==> src/rtl/ahb_pkg.sv <==
// Shared AHB-Lite encodings and fetch-master state type.
package ahb_pkg;

  typedef enum logic [1:0] {
    TRANS_IDLE   = 2'b00,
    TRANS_BUSY   = 2'b01,
    TRANS_NONSEQ = 2'b10,
    TRANS_SEQ    = 2'b11
  } htrans_t;

  localparam logic [2:0] HSIZE_BYTE = 3'b000;
  localparam logic [2:0] HSIZE_HALF = 3'b001;
  localparam logic [2:0] HSIZE_WORD = 3'b010;

  localparam logic [1:0] HRESP_OKAY  = 2'b00;
  localparam logic [1:0] HRESP_ERROR = 2'b01;

  typedef enum logic [1:0] {
    IDLE,
    ADDR,
    DATA,
    HALT
  } fetch_state_t;

  // Canonical no-operation instruction word
  localparam logic [31:0] NOP = 32'h0000_0013;

  // Clear the byte-offset bits so the address is word aligned
  function automatic logic [31:0] word_align(input logic [31:0] a);
    return {a[31:2], 2'b00};
  endfunction

endpackage

==> src/rtl/fetch_fifo.sv <==
// Instruction buffer: small synchronous FIFO with a registered head entry.
module fetch_fifo #(
  parameter int DEPTH = 4,
  parameter int WIDTH = 64
) (
  input  logic                     clk,
  input  logic                     rst,
  input  logic                     push,
  input  logic [WIDTH-1:0]         din,
  input  logic                     pop,
  input  logic                     flush,
  output logic                     head_valid,
  output logic [WIDTH-1:0]         head_data,
  output logic [$clog2(DEPTH):0]   count
);

  localparam int AW = $clog2(DEPTH);
  localparam int CW = AW + 1;

  logic [WIDTH-1:0] mem [DEPTH];
  logic [AW-1:0]    wr_ptr;
  logic [AW-1:0]    rd_ptr;
  logic [AW-1:0]    rd_nxt;
  logic             do_push;
  logic             do_pop;

  // A pop frees a slot in the same cycle, so push+pop is allowed when full
  always_comb begin
    do_pop  = pop && head_valid;
    do_push = push && ((count < CW'(DEPTH)) || do_pop);
    rd_nxt  = rd_ptr + AW'(1);
  end

  // Storage array; contents need no reset since count gates visibility
  always_ff @(posedge clk) begin
    if (do_push && !flush) mem[wr_ptr] <= din;
  end

  // Pointers, occupancy and registered head; flush wins over push/pop
  always_ff @(posedge clk) begin
    if (rst) begin
      wr_ptr     <= '0;
      rd_ptr     <= '0;
      count      <= '0;
      head_valid <= 1'b0;
      head_data  <= '0;
    end else if (flush) begin
      wr_ptr     <= '0;
      rd_ptr     <= '0;
      count      <= '0;
      head_valid <= 1'b0;
    end else begin
      if (do_push) wr_ptr <= wr_ptr + AW'(1);
      if (do_pop)  rd_ptr <= rd_nxt;
      count <= count + CW'(do_push) - CW'(do_pop);
      if (do_pop) begin
        head_valid <= (count > CW'(1)) || do_push;
        if (count > CW'(1)) head_data <= mem[rd_nxt];
        else if (do_push)   head_data <= din;
      end else if (!head_valid && do_push) begin
        head_valid <= 1'b1;
        head_data  <= din;
      end
    end
  end

endmodule

==> src/rtl/ahb_fetch_master.sv <==
// AHB-Lite read-only instruction fetch master with a decode-side buffer.
module ahb_fetch_master
  import ahb_pkg::*;
#(
  parameter int          FIFO_DEPTH = 4,
  parameter logic [31:0] RESET_PC   = 32'h0000_0000
) (
  input  logic        HCLK,
  input  logic        HRESET,
  output logic [31:0] HADDR,
  output logic [1:0]  HTRANS,
  output logic        HWRITE,
  output logic [2:0]  HSIZE,
  output logic [31:0] HWDATA,
  output logic        HSEL,
  input  logic [31:0] HRDATA,
  input  logic        HREADY,
  input  logic [1:0]  HRESP,
  input  logic        fetch_en,
  input  logic        redirect_valid,
  input  logic [31:0] redirect_pc,
  output logic        instr_valid,
  output logic [31:0] instr_data,
  output logic [31:0] instr_pc,
  input  logic        instr_ready,
  output logic        bus_error
);

  localparam int CW = $clog2(FIFO_DEPTH) + 1;

  fetch_state_t  state;
  htrans_t       htrans_q;
  logic [31:0]   pc;
  logic [31:0]   haddr_q;
  logic [31:0]   xfer_pc;
  logic          hsel_q;
  logic          drop;
  logic          bus_err_q;

  logic [CW-1:0] count;
  logic [CW-1:0] cnt_after;
  logic          push;
  logic          pop;
  logic          issue_ok;
  logic [31:0]   pc_n;
  logic [63:0]   head;

  // Push/pop qualification and the issue check against next-cycle occupancy
  always_comb begin
    push      = (state == DATA) && HREADY && (HRESP != HRESP_ERROR) && !drop && !redirect_valid;
    pop       = instr_valid && instr_ready && !redirect_valid;
    pc_n      = redirect_valid ? word_align(redirect_pc) : pc;
    cnt_after = redirect_valid ? '0 : (count + CW'(push) - CW'(pop));
    issue_ok  = fetch_en && !bus_err_q && (cnt_after < CW'(FIFO_DEPTH));
  end

  // Bus FSM: one outstanding single-word read, registered AHB outputs
  always_ff @(posedge HCLK) begin
    if (HRESET) begin
      state     <= IDLE;
      pc        <= RESET_PC;
      haddr_q   <= RESET_PC;
      htrans_q  <= TRANS_IDLE;
      hsel_q    <= 1'b0;
      drop      <= 1'b0;
      bus_err_q <= 1'b0;
    end else begin
      pc <= pc_n;
      case (state)
        IDLE: begin
          if (issue_ok) begin
            state    <= ADDR;
            htrans_q <= TRANS_NONSEQ;
            hsel_q   <= 1'b1;
            haddr_q  <= pc_n;
          end
        end
        ADDR: begin
          // Address stays put until accepted; a redirect only marks the data for discard
          if (redirect_valid) drop <= 1'b1;
          if (HREADY) begin
            state    <= DATA;
            htrans_q <= TRANS_IDLE;
            hsel_q   <= 1'b0;
            xfer_pc  <= haddr_q;
            if (!redirect_valid && !drop) pc <= pc + 32'd4;
          end
        end
        DATA: begin
          if (HREADY) begin
            drop <= 1'b0;
            if (HRESP == HRESP_ERROR) begin
              bus_err_q <= 1'b1;
              state     <= HALT;
            end else if (issue_ok) begin
              state    <= ADDR;
              htrans_q <= TRANS_NONSEQ;
              hsel_q   <= 1'b1;
              haddr_q  <= pc_n;
            end else begin
              state <= IDLE;
            end
          end else if (redirect_valid) begin
            drop <= 1'b1;
          end
        end
        HALT: begin
          if (redirect_valid) begin
            bus_err_q <= 1'b0;
            state     <= IDLE;
          end
        end
        default: state <= IDLE;
      endcase
    end
  end

  fetch_fifo #(
    .DEPTH (FIFO_DEPTH),
    .WIDTH (64)
  ) u_fifo (
    .clk        (HCLK),
    .rst        (HRESET),
    .push       (push),
    .din        ({xfer_pc, HRDATA}),
    .pop        (instr_valid && instr_ready),
    .flush      (redirect_valid),
    .head_valid (instr_valid),
    .head_data  (head),
    .count      (count)
  );

  assign HADDR      = haddr_q;
  assign HTRANS     = htrans_q;
  assign HSEL       = hsel_q;
  assign HWRITE     = 1'b0;
  assign HSIZE      = HSIZE_WORD;
  assign HWDATA     = '0;
  assign bus_error  = bus_err_q;
  assign instr_pc   = head[63:32];
  assign instr_data = head[31:0];

endmodule

==> config.mk <==
export PLATFORM = sky130hd
export DESIGN_NAME = ahb_fetch_master
export DESIGN_NICKNAME = d
export VERILOG_FILES = /design/src/rtl/ahb_pkg.sv /design/src/rtl/fetch_fifo.sv /design/src/rtl/ahb_fetch_master.sv
export SDC_FILE = /design/constraint.sdc
export NUM_CORES = 1
export LEC_CHECK = 0
export CORE_UTILIZATION = 37
export DETAILED_ROUTE_END_ITERATION = 8
export GPL_TIMING_DRIVEN = 0
export PLACE_DENSITY_LB_ADDON = 0.15
export SLEW_MARGIN = 0
export SYNTH_ARGS = -nofsm -noshare
export SYNTH_HDL_FRONTEND = slang
export SYNTH_SLANG_ARGS = --single-unit
==> constraint.sdc <==
create_clock -name HCLK -period 9.5 [get_ports HCLK]
set_clock_uncertainty 0.2 [all_clocks]
set_input_delay 1.9 -clock HCLK [delete_from_list [all_inputs] [get_ports HCLK]]
set_output_delay 1.9 -clock HCLK [all_outputs]
set_load 0.05 [all_outputs]
==> metrics.md <==
| Metric | Value |
|---|---|
| Outcome | `complete, no violations` |
| Antenna viol nets, final | `0` |
| Reg2Reg Setup Slack | `5940 ps` |
| Most frequent CP cell | `clkbuf_1` |
| Layout cells sized above 1 | `0.1300` |
| Worst Setup End Kind | `flip-flop` |
| Final Hold Vio Count | `0` |
| Async S/R FF share, synth | `0` |
| Top area cells in the synthesized netlist | `edfxtp_1 (50%), dfxtp_1 (16%), mux4_2 (8.4%)` |
| Final period utilization | `0.5448` |
| CTS tree | `yes` |
| Synthesized area | `17,260 um^2` |
| Antenna Cells | `0` |
| Gr ovfl total | `0` |
| PortBufs | `168` |
| Largest net degree at the start of global routing | `53` |
| Fin. max-slew vios | `0` |
| Lkg Pwr | `6.788 nW` |
| Post-synthesis sequential area ratio | `0.6659` |
| Clk_lat worst skew | `between 500 and 600 ps` |
| Post-DR vias/cell | `5.105` |
| Overall die area | `between 40,000 and 50,000 um^2` |
| Setup TNS | `0 ps` |
| RSZ-0062 raised after global routing | `no` |
| FP Rows | `78` |
| CTS root buffer | `clkbuf_16` |
| Finished Core Util | `0.4661` |
| Worst Setup Start Kind | `primary input` |
| Nets | `1,516` |
| Drt first pass iters | `5` |
| CTS Hold Buffers Added | `0` |
| Top post-synthesis cells by count | `edfxtp_1 (288), dfxtp_1 (142), nor2_1 (129), a211oi_1 (91), mux2i_1 (86)` |
| Vias in the first global route | `10,476` |
| Resized Gates After CTS | `0` |
| Syn. warnings | `0` |
| Die height | `218.0 um` |
| Crit Path Max Fanout | `10` |
| CP cell instances | `buf_2, clkbuf_1, clkbuf_1, nor2_1, ha_1, nand2b_1, or4b_2, and4b_1, clkbuf_1, buf_2, mux2i_1, nor2_1` |
| Initial antenna violation count | `0` |
| Max-Cap Viols | `0` |
| Tmin final | `approximately 5200 ps` |
| CTS Sinks | `430` |
| CTS Buf Count | `45` |
| Core footprint | `45,670 um^2` |
| DR vias | `10,521` |
| DRC viols | `0` |
| Final wirelength | `about 43,000 um` |
| Wire length per cell | `20.72 um` |
| CP Data Required Time | `9720 ps` |
| EDFF count, synth | `288` |
| CP max-delay cell | `or4b_2` |
| Slew @ Worst Pin | `1224 ps` |
| Peak per-stage delay on the critical path | `630 ps` |
| Peak VDD IR | `119.3 uV` |
| Num ports | `~210` |
| Netlist cell types | `58` |
| Mean Syn Cell Area | `14.70 um^2` |
| Arrival time worst endpoint | `5390 ps` |
| Setup Buffers After CTS | `0` |
| CTS clock-pin slew for the worst setup and hold paths | `60 ps` |
| Total track usage | `0.1812` |
| Critical path class | `in2reg` |
| Fmax | `193.2 MHz` |
| Relative slew slack | `0.1843` |
| Final Setup Violations | `0` |
| Starting DRT DRC Count | `824` |
| Depth of the CTS H-tree | `2` |
| Top cell type by total area after synthesis | `edfxtp_1` |
| Main flop type after synthesis | `edfxtp_1` |
| Final HPWL from detailed placement | `29,340 um` |
| Hold Crit Class | `reg2reg` |
| Longest Clk Path Bufs | `3` |
| First-pass GRT wire length | `64,370 um` |
| # fillers | `around 4,100` |
| Die width | `218.0 um` |
| Overall Power | `4.524 mW` |
| Fraction of post-synthesis cell area in the top cell type by area | `0.5012` |
| P&R area growth vs syn | `23.37%` |
| PD cells | `212.5 nW/um^2` |
| GPL Wtd Cong | `around 0.92` |
| Initial Util | `0.3778` |
| Count leader, synth | `edfxtp_1` |
| Post-synthesis register bit count | `430` |
| Syn Inst Count | `1,174` |
-- worst max-delay path, delay by kind of cell --
family                   cells  cell delay (ps)
buffers and inverters        5             1810
AND/OR/NAND/NOR              5             1190
adder cells (fa/ha/maj)      1              300
multiplexers                 1              170
-- routing by layer --
| layer | wire length (um) | track usage | part of all wire | up-vias |
|---|---|---|---|---|
| li1 | - | - | - | 4964 |
| met1 | 19510 | 0.2489 | 0.46 | 5182 |
| met2 | 19940 | 0.2904 | 0.47 | 310 |
| met3 | 2211 | 0.03110 | 0.052 | 65 |
| met4 | 1049 | 0.05991 | 0.025 | 0 |
| met5 | 0 | 0 | 0 | - |
-- layout make-up --
class / instances / area (um^2) / area share
inverter: 17 / 63.81 / 0.002997
clock buffer: 69 / 1276 / 0.05995
sequential: 430 / 11490 / 0.5398
timing repair buffer: 172 / 1777 / 0.08346
tap: 600 / 750.7 / 0.03526
clock inverter: 11 / 80.08 / 0.003761
buffer: 108 / 561.8 / 0.02639
multi-input combinational: 654 / 5289 / 0.2484
-- power breakdown --
part | internal [mW] | leakage [nW] | switching [mW]
combinational | 0.220 | 2.38 | 0.440
clock | 0.948 | 0.657 | 0.701
sequential | 2.11 | 3.76 | 0.106
-- path summary, 6_finish.rpt --
check / startpoint / to / cells past startpoint
setup / recovery: redirect_valid / HADDR[1]$_SDFFE_PP0P_ / 12
hold / removal: pc[0]$_SDFFE_PP0P_ / pc[0]$_SDFFE_PP0P_ / 1
setup reg to reg: state[0]$_SDFFE_PP0P_ / u_fifo.head_data[3]$_SDFFE_PP0P_ / 8
hold reg to reg: pc[0]$_SDFFE_PP0P_ / pc[0]$_SDFFE_PP0P_ / 1
-- state kept, by name, summed over array words and instances (netlist names) --
| signal | flops |
|---|---|
| u_fifo.head_data | 64 |
| u_fifo.head_valid | 1 |
| state | 2 |
| u_fifo.count | 3 |
| pc | 32 |
| HSEL | 1 |
| HTRANS | 1 |
| HADDR | 32 |
| xfer_pc | 32 |
| u_fifo.rd_ptr | 2 |
| bus_error | 1 |
| u_fifo.wr_ptr | 2 |
| u_fifo.mem | 256 |
| drop | 1 |
-- cell families (layout without fill, tap and decap cells) --
kind of cell               after synthesis  after routing  share of synthesized area
other                                    2             37                  0.0004352
and+or+nand+nor                        253            253                    0.06750
xor gates and xnor gates                 9              9                   0.004568
AOI/OAI and AO/OA                      185            185                    0.07729
buffers and inverters                  125            377                    0.03625
DFF                                    430            430                     0.6659
muxes                                  154            154                     0.1360
adders and majority gates               16             16                    0.01204
-- metrics by stage --
| step | std cells | area, um^2 | worst slack [ps] | hold WS (ps) |
|---|---|---|---|---|
| finish | 2061 | 21290 | 4325 | 264.1 |
| floorplan | 1209 | 17390 | 4599 | 227.8 |
| global placement | 1977 | 19820 | 2617 | 244.4 |
| detailed placement | 1981 | 19930 | 3746 | 251.9 |
| global route | 2061 | 21290 | 4086 | 283.3 |
| CTS | 2061 | 21290 | 4334 | 268.4 |
-- cells in the final DEF (no fill, tap or decap), drive strengths merged, types with 3 or more instances in the layout --
cell           count
conb              37
or4                3
a221oi             3
xnor2              4
nor2             129
nand3             16
nand2b             3
mux2               4
nor4               6
nand4              5
mux4              64
o21a               3
xor2               5
ha                15
nor2b             10
clkdlybuf4s50    168
buf               71
a22oi              5
clkinv             9
nor3               9
o211ai             4
a31oi              9
inv               17
a311oi            11
clkbuf           110
a21oi             27
and2              10
nand2             40
edfxtp           288
dfxtp            142
a211oi            92
o21ai             10
o31a               3
a222oi             3
mux2i             86
o22ai              3
and3               6
or3                8
Note: power is estimated with default switching activity, not from simulation.
